--- src/rtl/mac_pe_bist_seq_pkg.sv ---
// Shared definitions for the self-testing MAC PE.
// Contains the BIST FSM state encoding and the counter-width helper.
package pe_bist_pkg;

    typedef enum logic [1:0] {
        IDLE = 2'd0,
        RUN  = 2'd1,
        DONE = 2'd2
    } bist_state_t;

    // Counters must represent the full depth, not just the last slot index.
    function automatic int cnt_width(input int depth);
        return (depth < 1) ? 1 : $clog2(depth + 1);
    endfunction

endpackage

--- src/rtl/mac_pe_bist_seq_tv_buffer.sv ---
// Append-only test-vector register file with an occupancy count.
// Reads are asynchronous and indexed by the BIST sequencer.
module pe_tv_buffer
    import pe_bist_pkg::*;
#(
    parameter int TV_DEPTH = 4,
    parameter int TV_W     = 64,
    parameter int CNT_W    = cnt_width(TV_DEPTH)
) (
    input  logic             clk,
    input  logic             rst,
    input  logic             wr_en,
    input  logic             clear,
    input  logic [TV_W-1:0]  wr_data,
    input  logic [CNT_W-1:0] rd_idx,
    output logic [TV_W-1:0]  rd_data,
    output logic [CNT_W-1:0] count
);
    localparam logic [CNT_W-1:0] DEPTH_C = CNT_W'(TV_DEPTH);

    logic [TV_W-1:0]  mem_q [TV_DEPTH];
    logic [TV_W-1:0]  mem_d [TV_DEPTH];
    logic [CNT_W-1:0] count_q;
    logic [CNT_W-1:0] count_d;

    // A full buffer silently drops further appends rather than wrapping.
    always_comb begin
        count_d = count_q;
        mem_d   = mem_q;
        if (clear) begin
            count_d = '0;
        end else if (wr_en && (count_q < DEPTH_C)) begin
            for (int i = 0; i < TV_DEPTH; i++) begin
                if (count_q == CNT_W'(i)) begin
                    mem_d[i] = wr_data;
                end
            end
            count_d = count_q + CNT_W'(1);
        end
    end

    always_ff @(posedge clk or posedge rst) begin
        if (rst) begin
            count_q <= '0;
        end else begin
            count_q <= count_d;
        end
    end

    always_ff @(posedge clk) begin
        mem_q <= mem_d;
    end

    always_comb begin
        rd_data = '0;
        for (int i = 0; i < TV_DEPTH; i++) begin
            if (rd_idx == CNT_W'(i)) begin
                rd_data = mem_q[i];
            end
        end
    end

    assign count = count_q;

endmodule

--- src/rtl/mac_pe_bist_seq.sv ---
// Weight/input-stationary MAC PE with an on-PE vector self-test that reuses the
// real multiplier/adder, a sticky fault flag and a bypass path for array repair.
module mac_pe_bist_seq
    import pe_bist_pkg::*;
#(
    parameter int WORD_SIZE   = 16,
    parameter int TV_DEPTH    = 4,
    parameter int FAIL_THRESH = 1,
    parameter int CNT_W       = cnt_width(TV_DEPTH)
) (
    input  logic                 clk,
    input  logic                 rst,
    input  logic                 op2_select_in,
    input  logic                 out_select_in,
    input  logic                 stat_bit_in,
    input  logic [WORD_SIZE-1:0] left_in,
    input  logic [WORD_SIZE-1:0] top_in,
    output logic [WORD_SIZE-1:0] right_out,
    output logic [WORD_SIZE-1:0] bottom_out,
    input  logic                 tv_wr_en,
    input  logic                 tv_clear,
    input  logic [WORD_SIZE-1:0] tv_mult_op1,
    input  logic [WORD_SIZE-1:0] tv_mult_op2,
    input  logic [WORD_SIZE-1:0] tv_add_op,
    input  logic [WORD_SIZE-1:0] tv_expected,
    output logic [CNT_W-1:0]     tv_count,
    input  logic                 test_start,
    output logic                 test_busy,
    output logic                 test_done,
    output logic [CNT_W-1:0]     fail_count,
    output logic                 pe_faulty,
    input  logic                 bypass_en
);
    localparam int               TV_W     = 4 * WORD_SIZE;
    localparam logic [CNT_W-1:0] THRESH_C = CNT_W'(FAIL_THRESH);

    bist_state_t          state_q, state_d;
    logic [CNT_W-1:0]     idx_q, idx_d;
    logic [CNT_W-1:0]     fail_count_q, fail_count_d;
    logic                 pe_faulty_q, pe_faulty_d;

    logic [WORD_SIZE-1:0] left_in_reg_q, left_in_reg_d;
    logic [WORD_SIZE-1:0] top_in_reg_q, top_in_reg_d;
    logic [WORD_SIZE-1:0] accumulator_q, accumulator_d;
    logic [WORD_SIZE-1:0] stationary_q, stationary_d;

    logic [TV_W-1:0]      tv_wr_data, tv_rd_data;
    logic [WORD_SIZE-1:0] tv_op1, tv_op2, tv_add, tv_exp;
    logic                 buf_wr_en, buf_clear;

    logic [WORD_SIZE-1:0] mux2, mux3, mult_a, mult_b, add_b, mult, adder_out;
    logic                 mismatch, last_vec, bypass_active;

    assign tv_wr_data = {tv_mult_op1, tv_mult_op2, tv_add_op, tv_expected};
    assign {tv_op1, tv_op2, tv_add, tv_exp} = tv_rd_data;

    pe_tv_buffer #(
        .TV_DEPTH (TV_DEPTH),
        .TV_W     (TV_W),
        .CNT_W    (CNT_W)
    ) u_tv_buffer (
        .clk     (clk),
        .rst     (rst),
        .wr_en   (buf_wr_en),
        .clear   (buf_clear),
        .wr_data (tv_wr_data),
        .rd_idx  (idx_q),
        .rd_data (tv_rd_data),
        .count   (tv_count)
    );

    assign last_vec      = ((idx_q + CNT_W'(1)) == tv_count);
    assign bypass_active = pe_faulty_q & bypass_en;

    always_ff @(posedge clk or posedge rst) begin
        if (rst) begin
            state_q      <= IDLE;
            idx_q        <= '0;
            fail_count_q <= '0;
            pe_faulty_q  <= 1'b0;
        end else begin
            state_q      <= state_d;
            idx_q        <= idx_d;
            fail_count_q <= fail_count_d;
            pe_faulty_q  <= pe_faulty_d;
        end
    end

    // An empty buffer skips RUN so the done pulse still follows one cycle after start.
    always_comb begin
        state_d = state_q;
        case (state_q)
            IDLE:    if (test_start) state_d = (tv_count == '0) ? DONE : RUN;
            RUN:     if (last_vec) state_d = DONE;
            DONE:    state_d = IDLE;
            default: state_d = IDLE;
        endcase
    end

    always_comb begin
        test_busy = (state_q == RUN);
        test_done = (state_q == DONE);
        buf_wr_en = (state_q == IDLE) && tv_wr_en;
        buf_clear = (state_q == IDLE) && tv_clear;
    end

    // The fault decision uses the count including the final vector's result.
    always_comb begin
        idx_d        = idx_q;
        fail_count_d = fail_count_q;
        pe_faulty_d  = pe_faulty_q;
        if ((state_q == IDLE) && test_start) begin
            idx_d        = '0;
            fail_count_d = '0;
        end else if (state_q == RUN) begin
            idx_d = idx_q + CNT_W'(1);
            if (mismatch) begin
                fail_count_d = fail_count_q + CNT_W'(1);
            end
            if (last_vec && (fail_count_d >= THRESH_C)) begin
                pe_faulty_d = 1'b1;
            end
        end
    end

    // The test steers vectors through the same multiplier/adder used functionally.
    always_comb begin
        mux2   = stat_bit_in ? stationary_q : top_in_reg_q;
        mux3   = stat_bit_in ? top_in_reg_q : accumulator_q;
        mult_a = left_in_reg_q;
        mult_b = mux2;
        add_b  = mux3;
        if (state_q == RUN) begin
            mult_a = tv_op1;
            mult_b = tv_op2;
            add_b  = tv_add;
        end
        mult      = mult_a * mult_b;
        adder_out = mult + add_b;
        mismatch  = (adder_out != tv_exp);
    end

    always_comb begin
        left_in_reg_d = left_in_reg_q;
        top_in_reg_d  = top_in_reg_q;
        accumulator_d = accumulator_q;
        stationary_d  = stationary_q;
        if (!test_busy) begin
            left_in_reg_d = left_in;
            top_in_reg_d  = top_in;
            if (!bypass_active) begin
                accumulator_d = adder_out;
            end
            if (op2_select_in) begin
                stationary_d = top_in;
            end
        end
    end

    always_ff @(posedge clk or posedge rst) begin
        if (rst) begin
            left_in_reg_q <= '0;
            top_in_reg_q  <= '0;
            accumulator_q <= '0;
            stationary_q  <= '0;
        end else begin
            left_in_reg_q <= left_in_reg_d;
            top_in_reg_q  <= top_in_reg_d;
            accumulator_q <= accumulator_d;
            stationary_q  <= stationary_d;
        end
    end

    assign right_out  = left_in_reg_q;
    assign bottom_out = (bypass_active || !out_select_in) ? top_in_reg_q : accumulator_q;
    assign fail_count = fail_count_q;
    assign pe_faulty  = pe_faulty_q;

endmodule

--- config.mk ---
export PLATFORM = sky130hd
export DESIGN_NAME = mac_pe_bist_seq
export DESIGN_NICKNAME = d
export VERILOG_FILES = /design/src/rtl/mac_pe_bist_seq_pkg.sv /design/src/rtl/mac_pe_bist_seq_tv_buffer.sv /design/src/rtl/mac_pe_bist_seq.sv
export SDC_FILE = /design/constraint.sdc
export NUM_CORES = 1
export LEC_CHECK = 0
export BUFFER_PORTS_ARGS = -buffer_cell sky130_fd_sc_hd__buf_4
export CAP_MARGIN = 40
export CORE_MARGIN = 2
export CORE_UTILIZATION = 61
export CTS_CLUSTER_SIZE = 30
export DETAILED_ROUTE_END_ITERATION = 7
export PLACE_DENSITY = 0.77
export SYNTH_ARGS = -nofsm -noshare
export SYNTH_HDL_FRONTEND = slang
export SYNTH_SLANG_ARGS = --single-unit
--- constraint.sdc ---
create_clock -name clk -period 9.65 [get_ports clk]
set_input_delay 0.965 -clock clk [delete_from_list [all_inputs] [get_ports clk]]
set_output_delay 0.965 -clock clk [all_outputs]
set_load 0.02 [all_outputs]
==> flow_summary.ini, run 1 <==
[run_status]
status = finished, final reports clean

[placed_design]
dp_hpwl_mm = 35.96
numPortBuffers = 145
place_congestion = 0.9758

[layout]
final_common_cell = edfxtp_1
mostFrequentLayoutCells = edfxtp_1, nand2_1, buf_4
seqCellArea_um2 = 9589
area_growth_pct = 14.81
final_nets = 1985
antenna_cells = 0
drive_gt1_frac = 0.1894
multi_input_area_um2 = 7973
fill_cells = 2076

[clock_tree]
clkSlewWorstSetupHoldPaths_ps = 60
htree_levels = 2
post_cts_resized = 0
cts-root-buf = clkbuf_16
clock_sinks = 332
post_cts_buffers = 0
numCtsBuffers = 35
cts_max_path_buffers = 3
cts_tree = built
insertion_delay_ps = 520
cts_hold_buf = 0

[sta]
final_max_slew_viol_count = 0
hold_viol_final = 0
tns_ps = 0
fin_crit_sh = 0.8975
worstMarginPinSlew_ps = 905.7
fin_skew_ps = 23.24
setup_viol = 0
rsz0062_at_grt = false
fin_crit_ps = 8661
slew_headroom = 0.3948
fmax_mhz = 115.5

[drt]
route.detailed.drc = 0
avgRoutedWirePerCell_um = 23.17
dr.pass1.iters = 5
antenna_left = 0
drtIter0Drc = 1234
drt_wl_total_mm = 49.55
vias = 12878
viasPerCell = 6.023

[floorplanning]
dieHeight_um = 178.5
num_rows = 63
die_x_um = 178.5
io_pins = 146
start_util = 0.6230
dieArea_um2 = 31840
core_um2 = 29800

[synthesis]
synth.net_count = 1834
async_reset_ff_frac = 0.2289
yosysWarnings = 0
syn_area_per_cell_um2 = 11.81
synth_area_leaders = edfxtp_1, dfrtp_1, fa_1
synthesis.area_um2 = 18560
yosysTopAreaCell = edfxtp_1
synth.top_cell.area_share = 0.4141
synth_cells = 1572
synth_edf_count = 256
synth.distinct_cells = 79
synth-seq-cells = 332
seq_area_frac_synth = 0.5165
ys.flop_type = edfxtp_1

[grt]
grt_max_degree = 59
grt-ovfl-total = 0
antenna_found_initial = 0
grt_pass1_wl_mm = 75.98
grt_util_all_layers = 0.3226
grt_pass1_vias = 12928

[critical_path]
crit_path_end_kind = register
r2r_start = idx_q[0]$_DFFE_PP0P_
r2r_end = fail_count[1]$_DFFE_PP0P_
reg2reg_slack_ps = 990
crit_top_cell = inv_1
arrival_ps = 9050
critical_path_class = reg -> reg
cp-start-kind = register
critical_path.max_stage_delay_ps = 570
worstPathRequired_ps = 10040
ff2ff_path_depth = 30
crit_slowest_cell = a31oi_1
worst-path-max-fanout = 35

[worst_hold_path]
min_path_type = in -> async

[flow_run]
cap_violations = 0
## state kept, by name, summed over array words and instances (netlist names)
name and cells:
accumulator_q 16, top_in_reg_q 16, stationary_q 16, pe_faulty 1, fail_count 3, u_tv_buffer.mem_q 256
u_tv_buffer.count 3, state_q 2, right_out 16, idx_q 3
## worst max path at each step
stage / start / endpoint / cells past startpoint
floorplan: idx_q[2]$_DFFE_PP0P_ / fail_count[2]$_DFFE_PP0P_ / 31
global placement: stat_bit_in / fail_count[1]$_DFFE_PP0P_ / 28
detailed placement: stat_bit_in / fail_count[1]$_DFFE_PP0P_ / 28
CTS: idx_q[0]$_DFFE_PP0P_ / fail_count[1]$_DFFE_PP0P_ / 30
global route: idx_q[0]$_DFFE_PP0P_ / fail_count[1]$_DFFE_PP0P_ / 28
finish: idx_q[0]$_DFFE_PP0P_ / fail_count[1]$_DFFE_PP0P_ / 30
## critical path: cells and delay by family, from the launching register on
family / cells / cell delay [ps]
fa+ha+maj: 9 / 3450
compound gates: 6 / 1980
simple gates: 6 / 1350
buf+inv: 7 / 800
xor+xnor: 2 / 470
flops: 1 / 450
## logic make-up after synthesis
family | count (synthesis) | share of synthesized area
AND/OR/NAND/NOR | 426 | 0.1046
flip-flops | 332 | 0.5165
AO/OA/AOI/OAI | 269 | 0.1006
buffers and inverters | 249 | 0.05547
adder cells (fa/ha/maj) | 157 | 0.1438
multiplexers | 83 | 0.04812
XOR/XNOR | 56 | 0.03087
## final cells by class
class,instances,share of cell area
clock buffers,45,0.04285
flip-flops and latches,332,0.4499
inverters,169,0.03006
repair buffers,194,0.07303
multi-input cells,991,0.3741
well taps,390,0.02289
clock inverters,17,0.007220
## Yosys cell counts (10+ instances only)
cell      count
xnor2_1      35
o21ai_0      43
a21oi_1      66
and2_1       26
nor3_1       14
inv_1       168
mux2_2       50
clkbuf_1     35
nor2b_1      33
a221oi_1     35
nand2_1     231
mux2i_1      33
a31oi_1      10
o31ai_1      10
xor2_1       15
nor2_1       69
buf_2        24
ha_1         63
buf_1        10
fa_1         94
a22oi_1      12
a211oi_1     16
dfrtp_1      76
edfxtp_1    256
nand2b_1     16
## metrics by stage
step	utilization	hold WS (ps)	cell area (µm²)	std cells	worst slack, ps
after CTS	0.7153	487.6	21310	2138	1128
after floorplan	-	465.2	18560	1572	1756
after detailed placement	0.6795	485.9	20250	2076	1045
final	0.7153	476.6	21310	2138	988.7
after global routing	0.7153	508.9	21310	2138	564.1
after global placement	0.6749	481.9	20110	2071	1141
## per-layer routing
layer  global-route usage  up-vias  routed length [µm]
met4              0.09316        0                1524
met5                    0        -                   0
li1                     -     5754                   -
met1               0.4630     6375               20290
met2               0.5035      653               23150
met3              0.06564       96                4583
Power of run 1 is not shown: default switching activity piles up to over one toggle a cycle in this logic, so the estimate is an artifact.
==> run 2, diff against run 1 <==
CORE_MARGIN = unset   (was 2)
==> run 2 against run 1 <==
  * Wire length is 0.92% higher
  * Flip-flop and latch count is the same
  * Worst setup slack lost 130 ps
  * Clock skew increased by 5.9 ps
  * Critical endpoint unchanged
  * Largest cell class unchanged
==> flow_summary.ini, run 2 (synthesis results as in run 1) <==
[sta]
worst_slack_ps = 860.0
rsz0062_at_grt = false
final_max_slew_viol_count = 0
slew_headroom = 0.3601
fmax_mhz = 113.8
tns_ps = 0
fin_skew_ps = 29.15
worstMarginPinSlew_ps = 959.9
fin_crit_sh = 0.9109
fin_crit_ps = 8790
hold_viol_final = 0
setup_viol = 0

[placed_design]
dp_hpwl_mm = 35.92
pre_cts_ws_ps = 1063
place_congestion = 0.9483
numPortBuffers = 145

[drt]
route.detailed.drc = 0
drtIter0Drc = 1527
viasPerCell = 6.049
antenna_left = 0
drt_wl_total_mm = 50.00
avgRoutedWirePerCell_um = 23.49
dr.pass1.iters = 6
vias = 12878

[critical_path]
worstPathRequired_ps = 10050
reg2reg_slack_ps = 860
ff2ff_path_depth = 29
critical_path.max_stage_delay_ps = 770
cp-start-kind = register
r2r_end = fail_count[1]$_DFFE_PP0P_
critical_path_class = reg -> reg
worst-path-max-fanout = 20
crit_top_cell = fa_1
r2r_start = idx_q[0]$_DFFE_PP0P_
worst-path-buf-inv = 5
arrival_ps = 9190
crit_slowest_cell = a2111oi_0
crit_path_end_kind = register
cp_top_family = adder cells

[layout]
final_common_cell = edfxtp_1
final_nets = 1976
drive_gt1_frac = 0.1886
top_register = u_tv_buffer.mem_q
largest_reg_flops = 256
antenna_cells = 0
area_growth_pct = 14.99
mostFrequentLayoutCells = edfxtp_1, nand2_1, buf_4

[clock_tree]
clock_sinks = 332
cts_hold_buf = 0
post_cts_buffers = 0
cts-root-buf = clkbuf_16
post_cts_resized = 0
cts_tree = built
htree_levels = 2
cts_max_path_buffers = 3
numCtsBuffers = 34
insertion_delay_ps = 540
clkSlewWorstSetupHoldPaths_ps = 60

[flow_run]
cap_violations = 0

[floorplanning]
dieArea_um2 = 31130
die_x_um = 176.5
num_rows = 63
start_util = 0.6230
core_um2 = 29800
dieHeight_um = 176.5
io_pins = 146

[worst_hold_path]
min_path_type = in -> async

[grt]
grt-ovfl-total = 0
antenna_found_initial = 0
grt_max_degree = 78
grt_util_all_layers = 0.3277
grt_pass1_wl_mm = 75.22
grt_pass1_vias = 12875

[run_status]
status = finished, final reports clean
## run 2: cell count changes in the layout (fill, tap and decap cells not counted), sizes merged
cell	delta
buf	-8
bufinv	+2
clkbuf	-3
clkinv	-3
inv	+3
## run 2: per-layer routing
layer  vias up  wire length [µm]  GRT usage
li1       5731                 -          -
met3        76              4289    0.05060
met1      6403             20570     0.4596
met2       668             23930     0.5299
met4         0              1213     0.1017
met5         -                 0          0
## run 2: worst max-delay path by stage
stage	start	end	cells past startpoint
after floorplan	idx_q[2]$_DFFE_PP0P_	fail_count[2]$_DFFE_PP0P_	31
after global placement	stat_bit_in	fail_count[1]$_DFFE_PP0P_	25
after detailed placement	stat_bit_in	fail_count[1]$_DFFE_PP0P_	28
after CTS	idx_q[0]$_DFFE_PP0P_	fail_count[1]$_DFFE_PP0P_	29
after global routing	idx_q[0]$_DFFE_PP0P_	fail_count[1]$_DFFE_PP0P_	28
final	idx_q[0]$_DFFE_PP0P_	fail_count[1]$_DFFE_PP0P_	29
## run 2: per-stage QoR
| step | instances | cell area (µm²) | hold slack, ps | util |
|---|---|---|---|---|
| after floorplan | 1572 | 18560 | 465.2 | - |
| after global placement | 2063 | 20060 | 484.1 | 0.6733 |
| after detailed placement | 2068 | 20190 | 486.2 | 0.6775 |
| after CTS | 2129 | 21350 | 460.8 | 0.7164 |
| after global routing | 2129 | 21350 | 496.7 | 0.7164 |
| final | 2129 | 21350 | 457.8 | 0.7164 |
## run 2: cell type report
cell class	count	area, µm²
clock inverter	19	239.0
clock buffer	42	920.9
fill	2077	8449
sequential	332	9589
timing repair buffer	186	1496
tap	390	488.0
inverter	169	640.6
multi-input combinational	991	7973
Power of run 2 is left out for the same reason.
==> run 3, diff against run 2 <==
ABC_AREA = 1   (was unset)
==> run 3 against run 2 <==
  * Final cell count increased by 18%
  * Fmax increased by 8.3%
  * Utilization decreased by 0.85 points
  * Via count increased by 12%
  * Die area increased by 3.2%
  * Largest cell class unchanged
==> flow_summary.ini, run 3 <==
[grt]
grt-ovfl-total = 0
grt_util_all_layers = 0.3268
antenna_found_initial = 0
grt_pass1_vias = 14369
use_met3 = 0.05980
grt-busiest-layer = met2
grt_use_met1 = 0.4421
grt_util_met2 = 0.5300
grt_max_degree = 109
grt_pass1_wl_mm = 78.07

[drt]
drt_wl_total_mm = 50.83
antenna_left = 0
dr.pass1.iters = 5
drtIter0Drc = 1397
route.detailed.drc = 0
vias = 14396
avgRoutedWirePerCell_um = 20.23
viasPerCell = 5.729

[sta]
fin_skew_ps = 25.28
setup_viol = 0
fin_crit_sh = 0.8409
hold_viol_final = 0
final_max_slew_viol_count = 0
worstMarginPinSlew_ps = 866.3
tns_ps = 0
rsz0062_at_grt = false
fmax_mhz = 123.2
fin_crit_ps = 8114
slew_headroom = 0.4225

[floorplanning]
dieHeight_um = 179.3
io_pins = 146
start_util = 0.6233
dieArea_um2 = 32130
num_rows = 64
core_um2 = 30750
die_x_um = 179.3

[critical_path]
worst-path-buf-inv = 5
critical_path_class = reg -> reg
cp-start-kind = register
worstPathRequired_ps = 10070
crit_top_cell = nand2_1
critical_path.max_stage_delay_ps = 660
cp_top_family = adder cells
worst-path-max-fanout = 61
reg2reg_slack_ps = 1540
crit_path_end_kind = register
crit_slowest_cell = buf_4
arrival_ps = 8530

[synthesis]
synth.top_cell.area_share = 0.4011
async_reset_ff_frac = 0.2289
synth_cells = 1961
syn_area_per_cell_um2 = 9.773
synth_area_leaders = edfxtp_1, dfrtp_1, fa_1
synth_edf_count = 256
ys.flop_type = edfxtp_1
seq_area_frac_synth = 0.5004
synth-seq-cells = 332
synthesis.area_um2 = 19160
synth_most_common_cell = nand2_1
synth.net_count = 2223
yosys-top-cells-count = nand2_1, inv_1, edfxtp_1
yosysTopAreaCell = edfxtp_1
synth.distinct_cells = 51
yosysWarnings = 0

[layout]
final_nets = 2351
largest_reg_flops = 256
drive_gt1_frac = 0.1441
final_common_cell = nand2_1
antenna_cells = 0
seqCellArea_um2 = 9589
fill_cells = 2246
area_growth_pct = 13.59
top_register = u_tv_buffer.mem_q
mostFrequentLayoutCells = nand2_1, inv_1, edfxtp_1
multi_input_area_um2 = 8011

[clock_tree]
clock_sinks = 332
cts_hold_buf = 0
post_cts_resized = 0
htree_levels = 2
cts_tree = built
cts-root-buf = clkbuf_16
post_cts_buffers = 0
numCtsBuffers = 36
cts_max_path_buffers = 3
clkSlewWorstSetupHoldPaths_ps = 60
insertion_delay_ps = 530

[placed_design]
dp_hpwl_mm = 35.95
numPortBuffers = 145
place_congestion = 0.9656

[worst_hold_path]
min_path_type = in -> async

[flow_run]
cap_violations = 0

[run_status]
status = finished, final reports clean
[run 3: cell types whose count changed after synthesis, moves of 25 or more]
cell,change
nand2_1,+268
nor2b_1,-33
nor2_1,+58
nand3_1,+78
inv_1,+133
and2_1,-25
mux2_2,-34
mux2i_1,-33
o21ai_0,+46
a221oi_1,-30
[run 3: kinds of logic (layout without fill, tap and decap cells)]
group / Yosys count / count (layout) / share of synthesized area
xor gates and xnor gates: 29 / 29 / 0.01325
buffers and inverters: 396 / 552 / 0.08357
DFF: 332 / 332 / 0.5004
adders and majority gates: 157 / 157 / 0.1393
and+or+nand+nor: 749 / 749 / 0.1594
muxes: 16 / 16 / 0.009401
AOI/OAI and AO/OA: 282 / 282 / 0.09467
[run 3: path summary, 6_finish.rpt]
kind,from,to,cells after the start
worst min-delay path,rst,right_out[14]$_DFFE_PP0N_,3
worst max register to register,idx_q[2]$_DFFE_PP0P_,pe_faulty$_DFFE_PP0P_,38
max in group asynchronous,rst,stationary_q[4]$_DFFE_PP0P_,4
min in group clk,right_out[12]$_DFFE_PP0N_,right_out[12]$_DFFE_PP0N_,2
worst min register to register,right_out[12]$_DFFE_PP0N_,right_out[12]$_DFFE_PP0N_,2
worst max-delay path,idx_q[2]$_DFFE_PP0P_,pe_faulty$_DFFE_PP0P_,38
[run 3: stage by stage]
stage / instance area (µm²) / setup slack, ps / utilization / hold WS, ps / std cells
floorplan: 19160 / 2624 / - / 469.8 / 1961
global placement: 20520 / 1775 / 0.6674 / 482.0 / 2441
detailed placement: 20660 / 1566 / 0.6719 / 491.1 / 2447
CTS: 21770 / 1544 / 0.7080 / 506.2 / 2513
global route: 21770 / 1067 / 0.7080 / 523.7 / 2513
finish: 21770 / 1536 / 0.7080 / 505.4 / 2513
[run 3: layout make-up]
type | count | area share
clock buffers | 55 | 0.04655
clock inverters | 11 | 0.004426
well taps | 396 | 0.02276
flip-flops and latches | 332 | 0.4405
repair buffers | 168 | 0.06276
inverters | 318 | 0.05500
multi-input cells | 1233 | 0.3680
[run 3: worst min-delay path: stages]
cell and delay [ps]:
buf_4 110, clkinv_2 30, buf_4 360
[run 3: routing by layer]
layer	vias up	part of all wire
li1	6616	-
met1	7029	0.40
met2	647	0.48
met3	104	0.087
met4	0	0.032
met5	-	0
Power of run 3 is left out for the same reason.
